$ cat src/rtl/button_counter_pkg.sv
// Shared types and defaults for the debounced up/down button counter.
package button_counter_pkg;

    typedef enum logic [1:0] {
        STABLE_LOW,
        CHECK_HIGH,
        STABLE_HIGH,
        CHECK_LOW
    } deb_state_t;

    typedef logic [3:0]  count_t;
    typedef logic [15:0] deb_cnt_t;

    localparam int DEBOUNCE_CYCLES_DEFAULT = 16;
    localparam int MAX_VALUE_DEFAULT       = 15;

endpackage

$ cat src/rtl/button_debouncer.sv
// One button: 2-flop synchronizer, optional debounce FSM when
// BUTTON_COUNTER_DEBOUNCE_EN is defined; otherwise level = sync output.
module button_debouncer
    import button_counter_pkg::*;
#(
    parameter int DEBOUNCE_CYCLES = DEBOUNCE_CYCLES_DEFAULT
) (
    input  logic clk,
    input  logic rst,
    input  logic btn,
    output logic level
);

    logic [1:0] sync_q;
    logic       sync;

    always_ff @(posedge clk) begin
        if (rst) begin
            sync_q <= '0;
        end else begin
            sync_q <= {sync_q[0], btn};
        end
    end

    assign sync = sync_q[1];

`ifdef BUTTON_COUNTER_DEBOUNCE_EN

    // The sample that leaves a stable state is the first of the run,
    // so the check state needs DEBOUNCE_CYCLES-1 more matching samples.
    localparam deb_cnt_t LAST = deb_cnt_t'(DEBOUNCE_CYCLES - 2);

    deb_state_t state_q, state_d;
    deb_cnt_t   cnt_q, cnt_d;

    always_ff @(posedge clk) begin
        if (rst) begin
            state_q <= STABLE_LOW;
            cnt_q   <= '0;
        end else begin
            state_q <= state_d;
            cnt_q   <= cnt_d;
        end
    end

    always_comb begin
        state_d = state_q;
        cnt_d   = cnt_q;
        unique case (state_q)
            STABLE_LOW: begin
                if (sync) begin
                    state_d = CHECK_HIGH;
                    cnt_d   = '0;
                end
            end
            CHECK_HIGH: begin
                if (!sync) begin
                    state_d = STABLE_LOW;
                    cnt_d   = '0;
                end else if (cnt_q >= LAST) begin
                    state_d = STABLE_HIGH;
                    cnt_d   = '0;
                end else begin
                    cnt_d = cnt_q + 16'd1;
                end
            end
            STABLE_HIGH: begin
                if (!sync) begin
                    state_d = CHECK_LOW;
                    cnt_d   = '0;
                end
            end
            CHECK_LOW: begin
                if (sync) begin
                    state_d = STABLE_HIGH;
                    cnt_d   = '0;
                end else if (cnt_q >= LAST) begin
                    state_d = STABLE_LOW;
                    cnt_d   = '0;
                end else begin
                    cnt_d = cnt_q + 16'd1;
                end
            end
            default: begin
                state_d = STABLE_LOW;
                cnt_d   = '0;
            end
        endcase
    end

    always_comb begin
        level = 1'b0;
        if (state_q == STABLE_HIGH || state_q == CHECK_LOW) begin
            level = 1'b1;
        end
    end

`else

    assign level = sync;

`endif

endmodule

$ cat src/rtl/button_counter.sv
// Up/down count driven by two filtered buttons; wraps 0..MAX_VALUE.
// Debounce filtering is enabled by BUTTON_COUNTER_DEBOUNCE_EN.
module button_counter
    import button_counter_pkg::*;
#(
    parameter int DEBOUNCE_CYCLES = DEBOUNCE_CYCLES_DEFAULT,
    parameter int MAX_VALUE       = MAX_VALUE_DEFAULT
) (
    input  logic       clk,
    input  logic       rst,
    input  logic       btn_inc,
    input  logic       btn_dec,
    input  logic       enable,
    output logic [3:0] bcd_output,
    output logic       wrap
);

    localparam count_t MAX = count_t'(MAX_VALUE);

    logic   level_inc, level_dec;
    logic   hist_inc_q, hist_dec_q;
    logic   inc_p, dec_p;
    logic   inc_only, dec_only;
    count_t count_q, count_d;
    logic   wrap_q, wrap_d;

    button_debouncer #(
        .DEBOUNCE_CYCLES(DEBOUNCE_CYCLES)
    ) u_deb_inc (
        .clk  (clk),
        .rst  (rst),
        .btn  (btn_inc),
        .level(level_inc)
    );

    button_debouncer #(
        .DEBOUNCE_CYCLES(DEBOUNCE_CYCLES)
    ) u_deb_dec (
        .clk  (clk),
        .rst  (rst),
        .btn  (btn_dec),
        .level(level_dec)
    );

    // History updates regardless of enable so a held press is lost.
    always_ff @(posedge clk) begin
        if (rst) begin
            hist_inc_q <= 1'b0;
            hist_dec_q <= 1'b0;
        end else begin
            hist_inc_q <= level_inc;
            hist_dec_q <= level_dec;
        end
    end

    assign inc_p    = level_inc & ~hist_inc_q;
    assign dec_p    = level_dec & ~hist_dec_q;
    assign inc_only = enable & inc_p & ~dec_p;
    assign dec_only = enable & dec_p & ~inc_p;

    always_comb begin
        count_d = count_q;
        wrap_d  = 1'b0;
        unique case (1'b1)
            inc_only: begin
                if (count_q >= MAX) begin
                    count_d = '0;
                    wrap_d  = 1'b1;
                end else begin
                    count_d = count_q + 4'd1;
                end
            end
            dec_only: begin
                if (count_q == '0) begin
                    count_d = MAX;
                    wrap_d  = 1'b1;
                end else begin
                    count_d = count_q - 4'd1;
                end
            end
            default: begin
                count_d = count_q;
                wrap_d  = 1'b0;
            end
        endcase
    end

    always_ff @(posedge clk) begin
        if (rst) begin
            count_q <= '0;
            wrap_q  <= 1'b0;
        end else begin
            count_q <= count_d;
            wrap_q  <= wrap_d;
        end
    end

    assign bcd_output = count_q;
    assign wrap       = wrap_q;

endmodule

$ cat config.mk
export PLATFORM = sky130hd
export DESIGN_NAME = button_counter
export DESIGN_NICKNAME = d
export VERILOG_FILES = /design/src/rtl/button_counter_pkg.sv /design/src/rtl/button_debouncer.sv /design/src/rtl/button_counter.sv
export SDC_FILE = /design/constraint.sdc
export NUM_CORES = 1
export LEC_CHECK = 0
export BUFFER_PORTS_ARGS = -buffer_cell sky130_fd_sc_hd__buf_2
export CORE_MARGIN = 3
export CORE_UTILIZATION = 41
export CTS_CLUSTER_SIZE = 14
export DETAILED_ROUTE_END_ITERATION = 6
export SYNTH_ARGS = -nofsm -noshare
export SYNTH_HDL_FRONTEND = slang
export SYNTH_SLANG_ARGS = --single-unit
$ cat constraint.sdc
create_clock -name clk -period 3.74 [get_ports clk]
set_input_delay 0.187 -clock clk [delete_from_list [all_inputs] [get_ports clk]]
set_output_delay 0.187 -clock clk [all_outputs]
set_load 0.01 [all_outputs]
==> results of run 1 <==
## cells by family after synthesis
logic type,Yosys count,share of synthesized area
xor gates and xnor gates,2,0.0282
AOI/OAI and AO/OA,16,0.231
adders and majority gates,2,0.0402
DFF,11,0.354
buffers and inverters,6,0.0422
and+or+nand+nor,28,0.262
muxes,2,0.0422
## how the worst min path moves through the flow
| stage | cells past startpoint | slack (ns) | from | end |
|---|---|---|---|---|
| after floorplan | 1 | 0.32 | btn_dec | u_deb_dec.sync_q[0]$_SDFF_PP0_ |
| after global placement | 2 | 0.40 | btn_dec | u_deb_dec.sync_q[0]$_SDFF_PP0_ |
| after detailed placement | 2 | 0.41 | btn_dec | u_deb_dec.sync_q[0]$_SDFF_PP0_ |
| after CTS | 2 | 0.12 | btn_dec | u_deb_dec.sync_q[0]$_SDFF_PP0_ |
| after global routing | 2 | 0.13 | btn_inc | u_deb_inc.sync_q[0]$_SDFF_PP0_ |
| final | 2 | 0.13 | btn_dec | u_deb_dec.sync_q[0]$_SDFF_PP0_ |
## routing by layer
metal  vias up  track usage  share of wire
li1        264            -              -
met1       231        0.180           0.48
met2        10        0.215           0.44
met3         2       0.0717          0.068
met4         0       0.0526          0.011
met5         -            0              0
## layout make-up
type / count / area [µm²] / share of cell area
Multi-Input combinational cell: 50 / 375 / 0.535
Inverter: 4 / 15.0 / 0.0214
Tap cell: 15 / 18.8 / 0.0267
Clock inverter: 1 / 5.00 / 0.00713
Timing Repair Buffer: 9 / 45.0 / 0.0642
Clock buffer: 3 / 22.5 / 0.0321
Sequential cell: 11 / 220 / 0.314
## power groups by stage
stage                     clock, mW  combinational, mW  sequential [mW]
after floorplan                   0             0.0217            0.127
after global placement            0             0.0299            0.127
after detailed placement          0             0.0297            0.127
after CTS                    0.0867             0.0299            0.124
after global routing         0.0955             0.0334            0.125
final                        0.0823             0.0297            0.124
## cell usage after synthesis
master    count  area, µm²
nor2b_1       8       50.1
and3_1        1       6.26
o31ai_1       1       7.51
and2b_2       1       8.76
o32ai_2       1       16.3
nor2_1        3       11.3
ha_1          2       25.0
o21bai_1      1       7.51
nand3_1       2       10.0
and4_1        1       8.76
o2111a_1      1       11.3
or3_1         1       6.26
a31oi_1       2       12.5
o31ai_4       1       21.3
nand2_1       3       11.3
buf_4         1       7.51
mux2_4        1       15.0
a211oi_2      2       25.0
nor3_1        3       15.0
and4b_1       1       10.0
mux2_2        1       11.3
o21ai_0       1       5.00
buf_1         1       3.75
xnor2_1       2       17.5
o21ai_1       1       5.00
a22oi_1       1       7.51
o211ai_1      1       7.51
inv_1         3       11.3
a21boi_1      1       7.51
dfxtp_1      11        220
a21oi_1       2       10.0
nand2b_1      2       12.5
nand4_1       2       12.5
inv_2         1       3.75
## worst max-delay path, delay by kind of cell (launching register included)
| kind | cells | cell delay [ns] |
|---|---|---|
| AO/OA/AOI/OAI | 1 | 0.24 |
| flip-flops | 1 | 0.34 |
| multiplexers | 1 | 0.31 |
| AND/OR/NAND/NOR | 2 | 0.63 |
## registers in the layout (all words and copies together), names as in the netlist
register / count
hist_inc_q: 1
hist_dec_q: 1
u_deb_inc.sync_q: 2
bcd_output: 4
u_deb_dec.sync_q: 2
wrap: 1
==> metrics.txt, run 1 <==
most frequent cells in the layout dfxtp_1, buf_2, nor2b_1; core region area 0.00137 mm²; startpoint types flip-flop; post-layout util 0.514; Vias 507; WS Path Type reg -> reg; first-pass GRT wire length 2.08 mm; DRT Pass-1 Iters 4; crit-path max FO 7; Post-Syn Area 622 µm²; area delta synth->final 12.9%; Synth Warn # 0; die span in y 44.9 µm; post-CTS resize count 0; Setup crit end bcd_output[2]$_SDFFE_PP0P_; Max-Cap Viols 0; Post-Place Cells 89; number of antenna violations at the first check in global routing 0; r2r setup slk 2.13 ns; CTS Buf Count 3; Syn Inst Count 67; Routed WL 1.16 mm; Syn Area/Cell 9.28 µm²; die span in x 44.9 µm; CP Data Arrival Time 1.78 ns; # setup viols final 0; GR Overflow Total 0; Setup crit start u_deb_dec.sync_q[1]$_SDFF_PP0_; Hold Crit Class in -> reg; # clock sinks 11; slowest cell on the critical path nor2b_1; Rel. slew slack 0.666; CP endpoint kind flip-flop; n_diodes 0; CP max stage delay 0.44 ns; Reg power frac 0.526; total power 0.236 mW; DRC violations left 0; Mapped Nets 74; setup ws final 2.13 ns; # rows 13; Routed Antenna Nets 0; die area 0.00202 mm²; Routed wire per std cell 12.4 µm; post-synthesis sequential area ratio 0.354; largest net degree at the start of global routing 14; Final Instance Area 702 µm²; Initial DRC Count 14; final worst path period need 1.61 ns; cell leakage power 0.285 nW; total track usage 0.145; post-cts hold buffer count 0; Min Hold Slack 0.128 ns; clk slew on worst S/H paths 0.08 ns; Port Buffers 9; io pins 10; P_sw 0.0632 mW; Worst R2R Start u_deb_dec.sync_q[1]$_SDFF_PP0_; Clk Latency, worst-skew pair 0.27 ns; Post-Place Cell Area 674 µm²; CTS H-Tree Depth 1; fin nets 86; Slew Limit Fails 0; Critical Path RT 3.91 ns; routability cong. 0.808; Fin. Hold Viols 0; vias in the first global route 470; Detail Placement HPWL 829 µm; peak supply drop 237 µV; Peak Freq 0.620 GHz; Worst R2R Path Depth 4; Max clock buf depth 2; status finished, final reports clean; initial cell density of the core 0.455; most common cell after layout, fill and taps aside dfxtp_1; Yosys reg bits 11; sw frac 0.267; Final period util 0.432; post-CTS setup buffer count 0; worst flop-to-flop path endpoint bcd_output[2]$_SDFFE_PP0P_; Layout fillers 145; vias per cell 5.45; count of different cell masters after synthesis 34; CTS tree done; layout cell share with drive strength beyond 1 0.269; combinational fraction of design power 0.126; worst slew pin tran 0.500 ns; Finished Layout Cells 93; Setup TNS 0 ns; crit path cell chain nor2b_1, nand4_1, a211oi_2, mux2_4; Clock Skew 0.00452 ns; Clk pwr share 0.349; Int Power 0.173 mW; Placement Setup Slack 2.16 ns; RSZ-0062 raised after global routing false; Cell Pwr Density 337 mW/mm²; Root Buffer clkbuf_4
Power figures use the tool's default switching activity.
==> run 2, diff against run 1 <==
==> constraint.sdc (replaced) <==
create_clock -name clk -period 1.5 [get_ports clk]
set_input_delay 0.075 -clock clk [delete_from_list [all_inputs] [get_ports clk]]
set_output_delay 0.075 -clock clk [all_outputs]
set_load 0.01 [all_outputs]
==> metrics.txt, run 2 (same netlist as run 1, synthesis figures left out) <==
Initial DRC Count 10 (-4); r2r setup slk 0.1 ns (-2.03 ns); Critical Path RT 1.67 ns (-2.24 ns); WS Path Type reg -> reg; status finished, final reports clean; Top Metal Used met4; layout cell share with drive strength beyond 1 0.354 (+0.0844); DRT Pass-1 Iters 4 (unchanged); peak supply drop 639 µV (+170%); Post-Place Cells 93 (+4.5%); GR Overflow Total 0 (unchanged); CP Data Arrival Time 1.57 ns (-0.21 ns); CP endpoint kind flip-flop; Fin. Hold Viols 0 (unchanged); Setup crit end bcd_output[2]$_SDFFE_PP0P_; post-CTS setup buffer count 0 (unchanged); Post-Route M1 WL 555 µm (-0.18%); metal2 WL 545 µm (+7.7%); max reg flops 4 (unchanged); total power 0.602 mW (+150%); vias in the first global route 469 (-0.21%); CTS H-Tree Depth 1 (unchanged); Clock Skew 0.00392 ns (-0.000596 ns); Hold Crit Class in -> reg; Routed Antenna Nets 0 (unchanged); Final period util 0.934 (+0.502); Vias 520 (+2.6%); core region area 0.00137 mm² (unchanged); Slew Limit Fails 0 (unchanged); vias per cell 5.36 (-1.7%); die span in y 44.9 µm (unchanged); post-layout util 0.549 (+0.0357); final worst path period need 1.40 ns (-0.214 ns); RSZ-0062 raised after global routing false; Detail Placement HPWL 902 µm (+8.8%); # rows 13 (unchanged); total track usage 0.137 (-0.00818); Finished Layout Cells 97 (+4.3%); Placement Setup Slack 0.0152 ns (-2.15 ns); largest net degree at the start of global routing 14 (unchanged); Port Buffers 9 (unchanged); worst slew pin tran 0.280 ns (-0.220 ns); setup ws final 0.0995 ns (-2.03 ns); cell leakage power 0.304 nW (+6.8%); io pins 10 (unchanged); most common cell after layout, fill and taps aside dfxtp_1; post-cts hold buffer count 0 (unchanged); clk slew on worst S/H paths 0.07 ns (about the same); Setup TNS 0 ns (unchanged); Max-Cap Viols 0 (unchanged); Worst R2R Start u_deb_dec.sync_q[1]$_SDFF_PP0_; Max clock buf depth 2 (unchanged); post-CTS resize count 0 (unchanged); startpoint types flip-flop; Clk Latency, worst-skew pair 0.27 ns (about the same); met3 wire length 69 µm (-13%); Routed wire per std cell 12.2 µm (-2.1%); die span in x 44.9 µm (unchanged); Rel. slew slack 0.813 (+0.147); # clock sinks 11 (unchanged); n_diodes 0 (unchanged); fin nets 90 (+4.7%); crit-path max FO 4 (-3); area delta synth->final 20.7%; Peak Freq 0.714 GHz (+15%); CTS Buf Count 3 (unchanged); Root Buffer clkbuf_4; number of antenna violations at the first check in global routing 0 (unchanged); DRC violations left 0 (unchanged); CTS tree done; most frequent cells in the layout dfxtp_1, buf_2, nor2b_1, buf_4; first-pass GRT wire length 1.97 mm (-5.3%); Cell Pwr Density 801 mW/mm² (+140%); die area 0.00202 mm² (unchanged); Routed WL 1.18 mm (+2.2%); Setup crit start u_deb_dec.sync_q[1]$_SDFF_PP0_; Worst R2R Path Depth 4 (unchanged); initial cell density of the core 0.455 (unchanged); worst flop-to-flop path endpoint bcd_output[2]$_SDFFE_PP0P_; routability cong. 0.806 (-0.19%); # setup viols final 0 (unchanged)
run 2: cell type report:
type	count	area [µm²]
clock buffer	3	22.5
clock inverter	1	5.00
fill	141	616
inverter	4	15.0
multi-input combinational	50	393
sequential	11	221
tap	15	18.8
timing repair buffer	13	75.1
run 2: metal layers:
layer	vias up	GRT usage
met1	234	0.155
met3	2	0.0598
li1	275	-
met2	9	0.223
met4	0	0.0526
met5	-	0
run 2: critical path, stage by stage, from the launching register on:
cell and delay [ns]:
dfxtp_1 0.34, nor2b_2 0.22, nand4_1 0.14, a211oi_2 0.28, mux2_4 0.32
run 2: worst min-delay path by stage:
stage	slack (ns)	from	to	depth (start not counted)
after floorplan	0.20	btn_dec	u_deb_dec.sync_q[0]$_SDFF_PP0_	1
after global placement	0.29	btn_dec	u_deb_dec.sync_q[0]$_SDFF_PP0_	2
after detailed placement	0.30	btn_dec	u_deb_dec.sync_q[0]$_SDFF_PP0_	2
after CTS	0.01	btn_dec	u_deb_dec.sync_q[0]$_SDFF_PP0_	2
after global routing	0.03	btn_dec	u_deb_dec.sync_q[0]$_SDFF_PP0_	2
final	0.01	btn_dec	u_deb_dec.sync_q[0]$_SDFF_PP0_	2
run 2: per-stage QoR:
step	hold WS [ns]	area, µm²
after floorplan	0.203	622
after global placement	0.290	704
after detailed placement	0.295	704
after CTS	0.0143	732
after global routing	0.0272	751
final	0.0126	751
run 2: report_power, final:
part	total [mW]	switching [mW]	internal [mW]
Clock	0.203	0.105	0.0988
Combinational	0.0901	0.0481	0.0420
Sequential	0.308	0.00611	0.302
Total	0.602	0.159	0.443
